### src/rtl/key_sw_debounce_led.sv
// N-channel key/switch front end: 2-FF synchroniser, per-channel debounce,
// press/release pulses, LED driver (level or toggle) and a wrapping press counter.
module key_sw_debounce_led #(
  parameter int N_CH            = 2,
  parameter int DEBOUNCE_CYCLES = 16,
  parameter int ACTIVE_LOW      = 1,
  parameter int LED_MODE        = 0,
  parameter int EVT_W           = 8
) (
  input  logic             clk,
  input  logic             rst_n,
  input  logic [N_CH-1:0]  key_sw,
  output logic [N_CH-1:0]  key_level,
  output logic [N_CH-1:0]  key_press,
  output logic [N_CH-1:0]  key_release,
  output logic [N_CH-1:0]  led,
  output logic [EVT_W-1:0] press_count
);

  localparam int               CNT_W    = $clog2(DEBOUNCE_CYCLES + 1);
  localparam logic [CNT_W-1:0] CNT_LAST = CNT_W'(DEBOUNCE_CYCLES - 1);

  function automatic logic [EVT_W-1:0] popcount(input logic [N_CH-1:0] v);
    logic [EVT_W-1:0] sum;
    sum = '0;
    for (int i = 0; i < N_CH; i++) begin
      sum = sum + EVT_W'(v[i]);
    end
    return sum;
  endfunction

  logic [N_CH-1:0]  norm_s;
  logic [N_CH-1:0]  sync1_r;
  logic [N_CH-1:0]  sync2_r;
  logic [CNT_W-1:0] cnt_r      [N_CH];
  logic [CNT_W-1:0] cnt_next_s [N_CH];
  logic [N_CH-1:0]  level_next_s;
  logic [N_CH-1:0]  press_next_s;
  logic [N_CH-1:0]  release_next_s;
  logic [N_CH-1:0]  led_next_s;

  // 1 = pressed regardless of board wiring, so reset value 0 means "released"
  assign norm_s = (ACTIVE_LOW != 0) ? ~key_sw : key_sw;

  // Debounce decision per channel: any sample matching the accepted level restarts the count
  always_comb begin
    level_next_s   = key_level;
    press_next_s   = '0;
    release_next_s = '0;
    for (int i = 0; i < N_CH; i++) begin
      cnt_next_s[i] = '0;
      if (sync2_r[i] == key_level[i]) begin
        cnt_next_s[i] = '0;
      end else if (cnt_r[i] != CNT_LAST) begin
        cnt_next_s[i] = cnt_r[i] + CNT_W'(1);
      end else begin
        level_next_s[i]   = sync2_r[i];
        press_next_s[i]   = sync2_r[i];
        release_next_s[i] = ~sync2_r[i];
        cnt_next_s[i]     = '0;
      end
    end
    if (LED_MODE == 0) begin
      led_next_s = level_next_s;
    end else begin
      led_next_s = led ^ press_next_s;
    end
  end

  // State and output registers; reset discards any in-flight debounce or pulse
  always_ff @(posedge clk) begin
    if (!rst_n) begin
      sync1_r     <= '0;
      sync2_r     <= '0;
      key_level   <= '0;
      key_press   <= '0;
      key_release <= '0;
      led         <= '0;
      press_count <= '0;
      for (int i = 0; i < N_CH; i++) begin
        cnt_r[i] <= '0;
      end
    end else begin
      sync1_r     <= norm_s;
      sync2_r     <= sync1_r;
      key_level   <= level_next_s;
      key_press   <= press_next_s;
      key_release <= release_next_s;
      led         <= led_next_s;
      press_count <= press_count + popcount(press_next_s);
      for (int i = 0; i < N_CH; i++) begin
        cnt_r[i] <= cnt_next_s[i];
      end
    end
  end

endmodule
### config.mk
export PLATFORM = sky130hd
export DESIGN_NAME = key_sw_debounce_led
export DESIGN_NICKNAME = d
export VERILOG_FILES = /design/src/rtl/key_sw_debounce_led.sv
export SDC_FILE = /design/constraint.sdc
export NUM_CORES = 1
export LEC_CHECK = 0
export ABC_AREA = 1
export BUFFER_PORTS_ARGS = -buffer_cell sky130_fd_sc_hd__buf_4
export CORE_ASPECT_RATIO = 0.75
export CORE_MARGIN = 2
export CORE_UTILIZATION = 35
export CTS_CLUSTER_DIAMETER = 100
export DETAILED_ROUTE_END_ITERATION = 12
export GPL_TIMING_DRIVEN = 0
export SLEW_MARGIN = 40
export SYNTH_ARGS = -nofsm -noshare
export SYNTH_HDL_FRONTEND = slang
export SYNTH_SLANG_ARGS = --single-unit
export TNS_END_PERCENT = 5
### constraint.sdc
create_clock -name clk -period 4.2 [get_ports clk]
set_input_delay 0 -clock clk [delete_from_list [all_inputs] [get_ports clk]]
set_output_delay 0 -clock clk [all_outputs]
set_load 0.05 [all_outputs]
# Word-level counts from Yosys, hierarchy flattened
# Memory sizes are Yosys's and may differ from the RTL's.
# Index checks and enable logic that the tools add are counted.
[totals]
ff_bits = 18
mem_bits_rw = 10
out_inout_bits = 16
memories = 1
[mem_list]
columns = ["name", "words", "word_bits", "read_ports", "rd_clocked_by_memory_dff", "write_ports", "line_no", "rtl"]
rows = [
  ["cnt_r", 2, 5, 2, 0, 2, "35", "logic [CNT_W-1:0] cnt_r [N_CH];"],
]
[classes]
n_addsub = 4
n_eq_ne = 4
n_mux = 12
bitwise = 10
reduce_logical = 4
[ops]
columns = ["operator", "count"]
rows = [
  ["$mux W5", 6],
  ["$add A5 B1 Y5 const B", 2],
  ["$ne A5 B4 Y1 const B", 2],
  ["$add A8 B2 Y8", 1],
  ["$not A1 Y1", 7],
  ["$mux W1", 6],
  ["$reduce_or A3 Y1", 2],
  ["$reduce_and A2 Y1", 2],
  ["$add A1 B1 Y2", 1],
  ["$eq A1 B1 Y1", 2],
  ["$not A2 Y2", 1],
  ["$or A1 B1 Y1", 2],
]

# Logic depth before layout (Yosys ltp)
[depth]
word_depth = 5
ltp_mapped = 13

# Worst setup path before layout
# No wires, ideal clock.
[synth_timing]
kind = "register to register"
start = "memory cnt_r[0][0] (netlist bit)"
end = "register press_count[6]"
setup_ns = 0.115
arrival_time_ns = 1.877
t_required_ns = 4.085
slack_ns = 2.208
stages_incl_launch_ff = 13
path_buffers = 0
path_cell_list = "dfxtp_1 -> ha_1 -> inv_1 -> nor3_1 -> ha_1 -> inv_1 -> nor2_1 -> fa_1 -> ha_1 -> nand2_1 -> nor2_1 -> a21oi_1 -> nor2_1"
[synth_rtl]
columns = ["item", "line_no", "rtl"]
rows = [
  ["start: declaration", "35", ""],
  ["end signal: assignment", "90", "press_count <= press_count + popcount(press_next_s);"],
  ["end: declaration", "17", "output logic [EVT_W-1:0] press_count"],
]

==> flow_summary.json <==
{
  "outcome": "complete, no violations",
  "final_area_um2": 1360,
  "ys_types": 17,
  "ios": 20,
  "clockBufferDepth": 2,
  "grt.total_usage_pct": 11.5,
  "cp.depth": 12,
  "path_max_fanout": 4,
  "vdd_drop_max_v": 0.000196,
  "finalSetupViolCount": 0,
  "met1_usage_pct": 13.2,
  "synth.avg_cell_area_um2": 8.00,
  "synth_nets": 145,
  "relSlewSlack_pct": 85.4,
  "path_cells": "ha_1 -> inv_1 -> nor3_1 -> ha_1 -> inv_1 -> nor2_1 -> fa_1 -> ha_1 -> nand2_1 -> nor2_1 -> a21oi_1 -> nor2_1",
  "nets": 171,
  "swShare_pct": 18.0,
  "ant_nets": 0,
  "first_pass_iters": 4,
  "use_met2_pct": 20.6,
  "drv_cap": 0,
  "cts_buffers": 3,
  "drtIter0Drc": 72,
  "core_um2": 2940,
  "clkPwrFrac_pct": 42.4,
  "gr-total-overflow": 0,
  "final_common_cell": "dfxtp_1",
  "wl_per_cell_um": 9.39,
  "tightestPinTransition_ps": 218,
  "mostFrequentLayoutCells": "28 x dfxtp_1, 27 x nor2_1, 26 x nand2_1",
  "num_vias": 877,
  "internal_power_w": 0.000401,
  "grt_max_degree": 17,
  "grt_pass1_wl_um": 3060,
  "fin_cells": 198,
  "htreeDepth": 1,
  "dp_cells": 192,
  "globalRoute.busiestLayer": "met2",
  "cts-root-buf": "clkbuf_8",
  "ctsResizeCount": 0,
  "die_area_um2": 3550,
  "clk_pin_slew_ps": 90,
  "antenna_found_initial": 0,
  "worstPathRequired_ps": 4370,
  "ys_ff_latch": 28,
  "power.leakage_nw": 0.584,
  "routed_wl_um": 1860,
  "rsz0062_at_grt": "no",
  "area_growth_pct": 26.1,
  "io_buffers": 19,
  "die_h_um": 52.1,
  "yosysWarningCount": 0,
  "startpoint_type": "flop",
  "holdWs_ps": 52.4,
  "die_x_um": 68.1,
  "p_per_area_nw_per_um2": 359,
  "timing.fmax_mhz": 466,
  "cts_tree": "built",
  "rows": 17,
  "clk_latency_ps": 270,
  "hold-path-cell-count": 3,
  "power_frac_comb_pct": 2.6,
  "cp-end-kind": "flop",
  "avgViaCountPerCell": 4.43,
  "fin_skew_ps": 3.94,
  "worst-path-buf-inv": 2,
  "gp_congestion": 0.749,
  "start_util_pct": 36.8,
  "min_path_type": "in -> reg",
  "reg2reg_depth": 12,
  "hold_viol": 0,
  "fin_setup_tns_ps": 0,
  "min_period_over_period_pct": 51.1,
  "drc": 0,
  "finalMaxSlewViolations": 0,
  "clock_sinks": 28,
  "cp_top_family": "adder cells",
  "num_antenna_cells": 0,
  "dp_hpwl_um": 1440,
  "synth_area_um2": 1080,
  "synth-seq-area-share_pct": 51.9,
  "post-route-min-period_ps": 2150,
  "fill_cells": 305,
  "syn_inst": 135,
  "seq_power_share_pct": 55.0,
  "netSwitchingPower_w": 0.0000880,
  "critPathArrivalTime_ps": 2320,
  "grt_pass1_vias": 754,
  "use_met3_pct": 3.90,
  "layout-drive-gt1-share_pct": 16.9,
  "crit_type": "reg -> reg",
  "critPathMaxStageDelay_ps": 450,
  "dpl_cell_area_um2": 1270,
  "crit_path_top_delay_cell": "fa_1"
}
==> cells by family (layout without fill, tap and decap cells) <==
group / count (synthesis) / after routing / share of synthesized area (%)
AOI/OAI and AO/OA: 10 / 10 / 4.87
xor gates and xnor gates: 1 / 1 / 0.811
adders and majority gates: 6 / 6 / 7.65
buffers and inverters: 25 / 50 / 10.1
DFF: 28 / 28 / 51.9
and+or+nand+nor: 65 / 65 / 24.7
==> flip-flops by register name (all words and copies together) (netlist names) <==
name and flops:
cnt_r 10, press_count 8, led 2, key_release 2
sync2_r 2, sync1_r 2, key_press 2
==> through the flow <==
stage	utilization, %	worst slack [ps]	total power (W)
after floorplan	-	2210	0.000282
after global placement	43.3	2110	0.000286
after detailed placement	43.3	2050	0.000286
after CTS	46.4	2050	0.000497
after global routing	46.4	1870	0.000506
final	46.4	2050	0.000489
==> final timing paths <==
path              slack, ps        start        endpoint
setup / recovery       2050  cnt_r[0][0]  press_count[6]
hold / removal           50        rst_n  key_release[0]
setup reg to reg       2050  cnt_r[0][0]  press_count[6]
hold reg to reg         420   sync1_r[1]      sync2_r[1]
==> metal layers <==
layer,share of wire (%),wire [um]
met5,0,0
met3,5.9,110
met1,45,836
met2,49,904
met4,0.43,8
==> layout make-up <==
type                       instances  area [um^2]  share of cell area, %
buffer                             3         26.3                   1.93
clock buffer                       3         41.3                   3.03
sequential                        28          561                   41.2
timing repair buffer              21          163                   11.9
clock inverter                     1         30.0                   2.21
tap                               38         47.5                   3.49
inverter                          22         82.6                   6.07
multi-input combinational         82          410                   30.1
==> timing repair <==
item / CTS / global route
hold buffers: 2 / 0
endpoints found under the hold margin: 2 / 0
setup buffers: 0 / 0
==> worst reg2reg max path, cell delays in order, from the launching register on <==
cell	delay (ps)
dfxtp_1	350
ha_1	220
inv_1	80
nor3_1	50
ha_1	190
inv_1	90
nor2_1	70
fa_1	450
ha_1	220
nand2_1	110
nor2_1	70
a21oi_1	120
nor2_1	50
==> synthesized netlist by cell type, drive strengths merged <==
cell,n,area [um^2]
inv,22,82.6
nand3,8,45.0
a21oi,6,30.0
nand4,2,12.5
xnor2,1,8.76
nor2,27,101
fa,1,20.0
o21ai,3,15.0
nor3,2,10.0
ha,5,62.6
o21a,1,7.51
nand2,26,97.6
dfxtp,28,561
buf,3,26.3
==> power by group through the flow <==
| stage | Sequential [W] | Combinational, W | Clock [W] |
|---|---|---|---|
| after floorplan | 0.000275 | 0.00000676 | 0 |
| after global placement | 0.000275 | 0.0000112 | 0 |
| after detailed placement | 0.000275 | 0.0000112 | 0 |
| after CTS | 0.000269 | 0.0000128 | 0.000215 |
| after global routing | 0.000269 | 0.0000143 | 0.000222 |
| final | 0.000269 | 0.0000128 | 0.000207 |
(Power assumes the default switching activity.)
